--- src/rtl/tx_pcs_encoder.sv ---
`default_nettype none
// ============================================================================
// Module   : tx_pcs_encoder
// Brief    : 1000BASE-X transmit PCS: idle/packet ordered sets + 8b/10b data.
// Revision : 1.0
// ============================================================================
module tx_pcs_encoder (
    input  logic       CLK,
    input  logic       RESET,
    input  logic [7:0] TXD,
    input  logic       TX_EN,
    input  logic       TX_ER,
    output logic [9:0] tx_code_group,
    output logic       tx_even
);

    // Special groups stored in their RD- form; RD+ form is the complement
    // except for D16.2, which keeps its balanced 4b half.
    localparam logic [9:0] c_K28_5_NEG = 10'b0011111010;
    localparam logic [9:0] c_S_NEG     = 10'b1101101000;
    localparam logic [9:0] c_T_NEG     = 10'b1011101000;
    localparam logic [9:0] c_R_NEG     = 10'b1110101000;
    localparam logic [9:0] c_V_NEG     = 10'b0111101000;
    localparam logic [9:0] c_D16_2_POS = 10'b1001000101;
    localparam logic [9:0] c_D5_6      = 10'b1010010110;

    typedef enum logic [2:0] {
        IDLE_K = 3'd0,
        IDLE_D = 3'd1,
        START  = 3'd2,
        DATA   = 3'd3,
        END_T  = 3'd4,
        END_R  = 3'd5
    } state_t;

    state_t     r_state;
    state_t     w_state_nxt;
    logic       r_rd;
    logic       w_rd_nxt;
    logic       r_even;
    logic [9:0] r_code;
    logic [9:0] w_code_nxt;

    logic [4:0] w_x;
    logic [2:0] w_y;
    logic [5:0] w_6n;
    logic [5:0] w_6;
    logic       w_6_unbal;
    logic       w_rd6;
    logic       w_a7;
    logic [3:0] w_4n;
    logic [3:0] w_4;
    logic       w_4_unbal;
    logic       w_rd_data;

    function automatic logic [5:0] f_enc6_neg(input logic [4:0] x);
        logic [5:0] v;
        case (x)
            5'd0:  v = 6'b100111;
            5'd1:  v = 6'b011101;
            5'd2:  v = 6'b101101;
            5'd3:  v = 6'b110001;
            5'd4:  v = 6'b110101;
            5'd5:  v = 6'b101001;
            5'd6:  v = 6'b011001;
            5'd7:  v = 6'b111000;
            5'd8:  v = 6'b111001;
            5'd9:  v = 6'b100101;
            5'd10: v = 6'b010101;
            5'd11: v = 6'b110100;
            5'd12: v = 6'b001101;
            5'd13: v = 6'b101100;
            5'd14: v = 6'b011100;
            5'd15: v = 6'b010111;
            5'd16: v = 6'b011011;
            5'd17: v = 6'b100011;
            5'd18: v = 6'b010011;
            5'd19: v = 6'b110010;
            5'd20: v = 6'b001011;
            5'd21: v = 6'b101010;
            5'd22: v = 6'b011010;
            5'd23: v = 6'b111010;
            5'd24: v = 6'b110011;
            5'd25: v = 6'b100110;
            5'd26: v = 6'b010110;
            5'd27: v = 6'b110110;
            5'd28: v = 6'b001110;
            5'd29: v = 6'b101110;
            5'd30: v = 6'b011110;
            default: v = 6'b101011;
        endcase
        return v;
    endfunction

    function automatic logic [3:0] f_enc4_neg(input logic [2:0] y);
        logic [3:0] v;
        case (y)
            3'd0: v = 4'b1011;
            3'd1: v = 4'b1001;
            3'd2: v = 4'b0101;
            3'd3: v = 4'b1100;
            3'd4: v = 4'b1101;
            3'd5: v = 4'b1010;
            3'd6: v = 4'b0110;
            default: v = 4'b1110;
        endcase
        return v;
    endfunction

    function automatic logic [2:0] f_ones(input logic [5:0] v);
        logic [2:0] n;
        n = 3'd0;
        for (int i = 0; i < 6; i++) begin
            n = n + {2'b00, v[i]};
        end
        return n;
    endfunction

    // Unbalanced sub-blocks flip RD; D.7 and D.x.3 are balanced but still
    // take the complemented form under RD+.
    always_comb begin
        w_x       = TXD[4:0];
        w_y       = TXD[7:5];
        w_6n      = f_enc6_neg(w_x);
        w_6_unbal = (f_ones(w_6n) != 3'd3);
        w_6       = (r_rd && (w_6_unbal || w_x == 5'd7)) ? ~w_6n : w_6n;
        w_rd6     = w_6_unbal ? ~r_rd : r_rd;
        w_a7      = (!w_rd6 && (w_x == 5'd17 || w_x == 5'd18 || w_x == 5'd20)) ||
                    ( w_rd6 && (w_x == 5'd11 || w_x == 5'd13 || w_x == 5'd14));
        w_4n      = (w_y == 3'd7 && w_a7) ? 4'b0111 : f_enc4_neg(w_y);
        w_4_unbal = (f_ones({2'b00, w_4n}) != 3'd2);
        w_4       = (w_rd6 && (w_4_unbal || w_y == 3'd3)) ? ~w_4n : w_4n;
        w_rd_data = w_4_unbal ? ~w_rd6 : w_rd6;
    end

    always_comb begin
        w_state_nxt = r_state;
        w_code_nxt  = r_code;
        w_rd_nxt    = r_rd;
        case (r_state)
            IDLE_K: begin
                // K28.5 left RD pos only if it was neg before: that case needs D16.2.
                w_state_nxt = IDLE_D;
                w_code_nxt  = r_rd ? c_D16_2_POS : c_D5_6;
                w_rd_nxt    = 1'b0;
            end
            IDLE_D: begin
                if (TX_EN) begin
                    w_state_nxt = START;
                    w_code_nxt  = r_rd ? ~c_S_NEG : c_S_NEG;
                end else begin
                    w_state_nxt = IDLE_K;
                    w_code_nxt  = r_rd ? ~c_K28_5_NEG : c_K28_5_NEG;
                    w_rd_nxt    = ~r_rd;
                end
            end
            START, DATA: begin
                if (TX_EN) begin
                    w_state_nxt = DATA;
                    if (TX_ER) begin
                        w_code_nxt = r_rd ? ~c_V_NEG : c_V_NEG;
                    end else begin
                        w_code_nxt = {w_6, w_4};
                        w_rd_nxt   = w_rd_data;
                    end
                end else begin
                    w_state_nxt = END_T;
                    w_code_nxt  = r_rd ? ~c_T_NEG : c_T_NEG;
                end
            end
            END_T: begin
                w_state_nxt = END_R;
                w_code_nxt  = r_rd ? ~c_R_NEG : c_R_NEG;
            end
            END_R: begin
                if (r_even) begin
                    w_code_nxt = r_rd ? ~c_R_NEG : c_R_NEG;
                end else begin
                    w_state_nxt = IDLE_K;
                    w_code_nxt  = r_rd ? ~c_K28_5_NEG : c_K28_5_NEG;
                    w_rd_nxt    = ~r_rd;
                end
            end
            default: begin
                w_state_nxt = IDLE_K;
                w_code_nxt  = r_rd ? ~c_K28_5_NEG : c_K28_5_NEG;
                w_rd_nxt    = ~r_rd;
            end
        endcase
    end

    always_ff @(negedge CLK) begin
        if (RESET) begin
            r_state <= IDLE_K;
            r_code  <= c_K28_5_NEG;
            r_rd    <= 1'b1;
            r_even  <= 1'b1;
        end else begin
            r_state <= w_state_nxt;
            r_code  <= w_code_nxt;
            r_rd    <= w_rd_nxt;
            r_even  <= ~r_even;
        end
    end

    assign tx_code_group = r_code;
    assign tx_even       = r_even;

endmodule
`default_nettype wire
--- config.mk ---
export PLATFORM = sky130hd
export DESIGN_NAME = tx_pcs_encoder
export DESIGN_NICKNAME = d
export VERILOG_FILES = /design/src/rtl/tx_pcs_encoder.sv
export SDC_FILE = /design/constraint.sdc
export NUM_CORES = 1
export LEC_CHECK = 0
export ABC_AREA = 1
export BUFFER_PORTS_ARGS = -buffer_cell sky130_fd_sc_hd__buf_2
export CORE_MARGIN = 4
export CORE_UTILIZATION = 45
export DETAILED_ROUTE_END_ITERATION = 16
export GPL_TIMING_DRIVEN = 0
export MAX_ROUTING_LAYER = met4
export PLACE_DENSITY_LB_ADDON = 0.1
export SETUP_SLACK_MARGIN = 0.4
export SLEW_MARGIN = 20
export SYNTH_ARGS = -nofsm -noshare
export SYNTH_HDL_FRONTEND = slang
export SYNTH_SLANG_ARGS = --single-unit
--- constraint.sdc ---
create_clock -name CLK -period 15.3 [get_ports CLK]
set_input_delay 3.825 -clock CLK [delete_from_list [all_inputs] [get_ports CLK]]
set_output_delay 3.825 -clock CLK [all_outputs]
set_load 0.01 [all_outputs]
* Word-level counts from Yosys, hierarchy flattened
Memories as Yosys holds them, arrays and structs flattened. Index checks and enable logic that the tools add are counted.
Storage, ports and cells: register bits 15, ROM bits 192, output and inout bits 11, word-level logic and storage cells 87, memories 1
Memory list:
- (name not given) | depth 32, bits a word 6, rd ports 1, clocked after Yosys merged registers in 0, wr ports 0, line 58 | case (x)
Operators by class: add/sub/neg operators 8, eq/ne operators 25, muxes and demuxes 26, bitwise operators 6, reductions and logical operators 17
Operators by type and width (count):
- $mux W10 | 9
- $pmux W10 S5 | 1
- $pmux W4 S7 | 1
- $eq A3 B3 Y1 const B | 6
- $eq A5 B4 Y1 const B | 3
- $eq A5 B5 Y1 const B | 3
- $pmux W3 S5 | 1
- $add A3 B1 Y3 | 4
- $eq A3 B2 Y1 const B | 4
- $mux W4 | 2
- $mux W8 | 1
- $ne A2 B2 Y1 const B | 4
- $logic_or A1 B1 Y1 | 7
- $add A2 B1 Y3 | 2
- $eq A3 B1 Y1 const B | 2
- $logic_not A3 Y1 | 2
- $mux W1 | 6
- $mux W3 | 2
- $mux W6 | 1
- $ne A3 B2 Y1 const B | 2
- $not A6 Y6 | 1
- $eq A5 B3 Y1 const B | 1
- $logic_and A1 B1 Y1 | 5
- $pmux W1 S5 | 1
- 7 further kinds | 11

* Longest topological paths before layout
An unclocked memory read counts as a cell.
depth in word-level cells 23, depth in mapped cells 37, gate-level depth less buffers 36

==> reports/metrics.yaml <==
outcome: "finished, violations left"
violations: "negative setup slack"
antenna_found_initial: 0
ioPinCount: 23
dieArea_sq_um: 4580
avgSynthCellArea_sq_um: 6.00
grt_max_degree: 11
drt.antenna.violating_nets: 0
ir_worst_vdd_uv: 75.5
yosys.cell_types.count: 30
final_common_cell: "buf_4"
synth_seq_area_share_pct: 18.7
crit_family: "buffers and inverters"
nets: 426
finalHoldViolCount: 0
max-clock-path-buffers: 2
detailedRoute.firstPassIterationCount: 12
drive_gt1_share_pct: 45.2
cts_tree: "built"
die_w_microns: 67.7
power.density_nw_per_um2: 108
clk_latency_ns: 0.38
worstPathRequired_ns: 7.93
grtUsageTotal_pct: 32.1
drc: 0
htree_levels: 1
skew_ns: 0.0295
io_buffers: 20
wl_per_cell_microns: 20.4
critical_path_arrival_ns: 9.37
die_h_microns: 67.7
antenna_cells: 0
initial_core_util_pct: 47.3
worstSetupStartpointType: "input pin"
layout_common_cells: "buf_4 (61), nand2_1 (58), inv_1 (44)"
path_max_fanout: 6
fill_cells: 162
drv_cap: 0
clock-root-buffer: "clkbuf_4"
hold_path.class: "reg2reg"
syn_area_sq_um: 1600
dr_total_vias: 2806
dp.cells: 333
totalPowerFinal_mw: 0.315
worstSetupPathType: "in2reg"
async_flop_share_pct: 0
crit_buf_inv: 37
gp_congestion: 0.971
ys_ff_latch: 15
p_leak_nw: 1.52
cts.sinks: 15
grt_pass1_wl_mm: 10.6
slew_violations: 0
setup_viol: 11
slew_headroom_pct: 46.0
ctsHoldBuffers: 0
cts.clk_slew.worst_paths_ns: 0.04
hpwl_mm: 3.11
rsz0062_at_grt: "yes"
critPathMaxStageDelay_ns: 0.18
synth_ff_type: "dfxtp_1"
overflow: 0
ys_warn_count: 0
num_rows: 21
viasPerCell: 6.32
synthesis.nets: 294
core-area_sq_um: 3390
fin_cells: 444
netlist_instances: 267
synth_edf_count: 0
worst_slack_ns: -1.43
syn_to_final_growth_pct: 82.7
wl_mm: 9.06
drt_iter0_drc: 444
crit_slowest_cell: "nand4_1"
worst_slew_pin_slew_ns: 0.801
worst_setup_path_end_kind: "flip-flop"
crit_top_cell: "buf_4"
cts_made_buffers: 3
first_global_vias: 2334
[state kept, by name, indices dropped and copies added (netlist names)]
signal and count:
tx_code_group 10, r_state 3, r_rd 1, tx_even 1
[area by class of cell]
class | count | area (sq um) | share of cell area (%)
Buffer | 3 | 36.3 | 1.24
Clock buffer | 3 | 22.5 | 0.769
Clock inverter | 16 | 86.3 | 2.95
Inverter | 46 | 198 | 6.75
Multi-Input combinational cell | 202 | 1280 | 43.7
Sequential cell | 15 | 300 | 10.3
Tap cell | 46 | 57.6 | 1.97
Timing Repair Buffer | 113 | 948 | 32.4
[Yosys cell counts (4+ instances only)]
library cell / instances / area share [%]
fa_1: 4 / 5.0
nand2_1: 69 / 16
nand2_2: 4 / 1.6
nand3_1: 23 / 7.2
o21ai_1: 8 / 2.5
dfxtp_1: 15 / 19
inv_1: 39 / 9.1
a21oi_1: 13 / 4.1
o21ai_0: 14 / 4.4
ha_1: 11 / 8.6
nor2_1: 35 / 8.2
inv_2: 8 / 1.9
[worst reg2reg max path, stage by stage, from the launching register on]
cell and delay [ns]:
dfxtp_1 0.49, inv_2 0.12, nand2_1 0.15, nand2_4 0.10, inv_2 0.06, nand2_2 0.05
nand3_4 0.08, nand2_2 0.07, fa_1 0.49, ha_2 0.21, ha_4 0.26, inv_2 0.04
nor3_4 0.13, inv_1 0.07, nor2_2 0.13, nor2_4 0.08, inv_2 0.07, nand2_1 0.05
nand2_1 0.06, o21ai_1 0.11, nand2_1 0.12, nand3_1 0.07
[cells by family (layout without fill, tap and decap cells)]
kind of cell	after synthesis	count (layout)	synth area share (%)
flip-flops	15	15	18.7
adder cells (fa/ha/maj)	15	15	13.6
XOR/XNOR	2	2	1.09
buffers and inverters	50	181	12.7
AO/OA/AOI/OAI	45	45	16.2
AND/OR/NAND/NOR	140	140	37.6
[path summary, 6_finish.rpt]
kind         startpoint               end  slack, ns  depth (start not counted)
min             tx_even           tx_even       0.46                          1
min reg2reg     tx_even           tx_even       0.46                          1
max reg2reg        r_rd  tx_code_group[3]      12.17                         21
max              TXD[1]  tx_code_group[7]      -1.43                         46
[stage by stage]
| step | area, sq um | worst slack, ns | hold slack, ns | utilization, % | TNS, ns |
|---|---|---|---|---|---|
| 3_5_place_dp | 1830 | -1.64 | 0.432 | 53.9 | -7.86 |
| 4_1_cts | 2720 | -0.796 | 0.442 | 80.3 | -8.08 |
| 3_3_place_gp | 1830 | -1.64 | 0.431 | 53.9 | -7.84 |
| 5_1_grt | 2930 | -1.57 | 0.463 | 86.4 | -16.00 |
| 6_report | 2930 | -1.43 | 0.461 | 86.4 | -14.43 |
| 2_1_floorplan | 1670 | -0.998 | 0.455 | - | -4.69 |
[timing repair]
item	in CTS	in global routing
resized for setup	37	48
pin swaps	22	10
setup buffers	89	4
endpoints found under the setup margin	5	11
[routing by layer]
layer | part of all wire [%] | vias to the layer above | GRT usage [%]
met3 | 14 | 140 | 8.82
met2 | 41 | 317 | 50.7
met5 | 0 | - | -
li1 | - | 1118 | -
met4 | 12 | 0 | 23.0
met1 | 33 | 1231 | 34.3
[power by group]
group / switching (mW) / internal [mW]
clock network: 0.0256 / 0.0316
registers: 0.00269 / 0.0440
logic: 0.108 / 0.103
total: 0.136 / 0.179
Power figures use the tool's default switching activity.
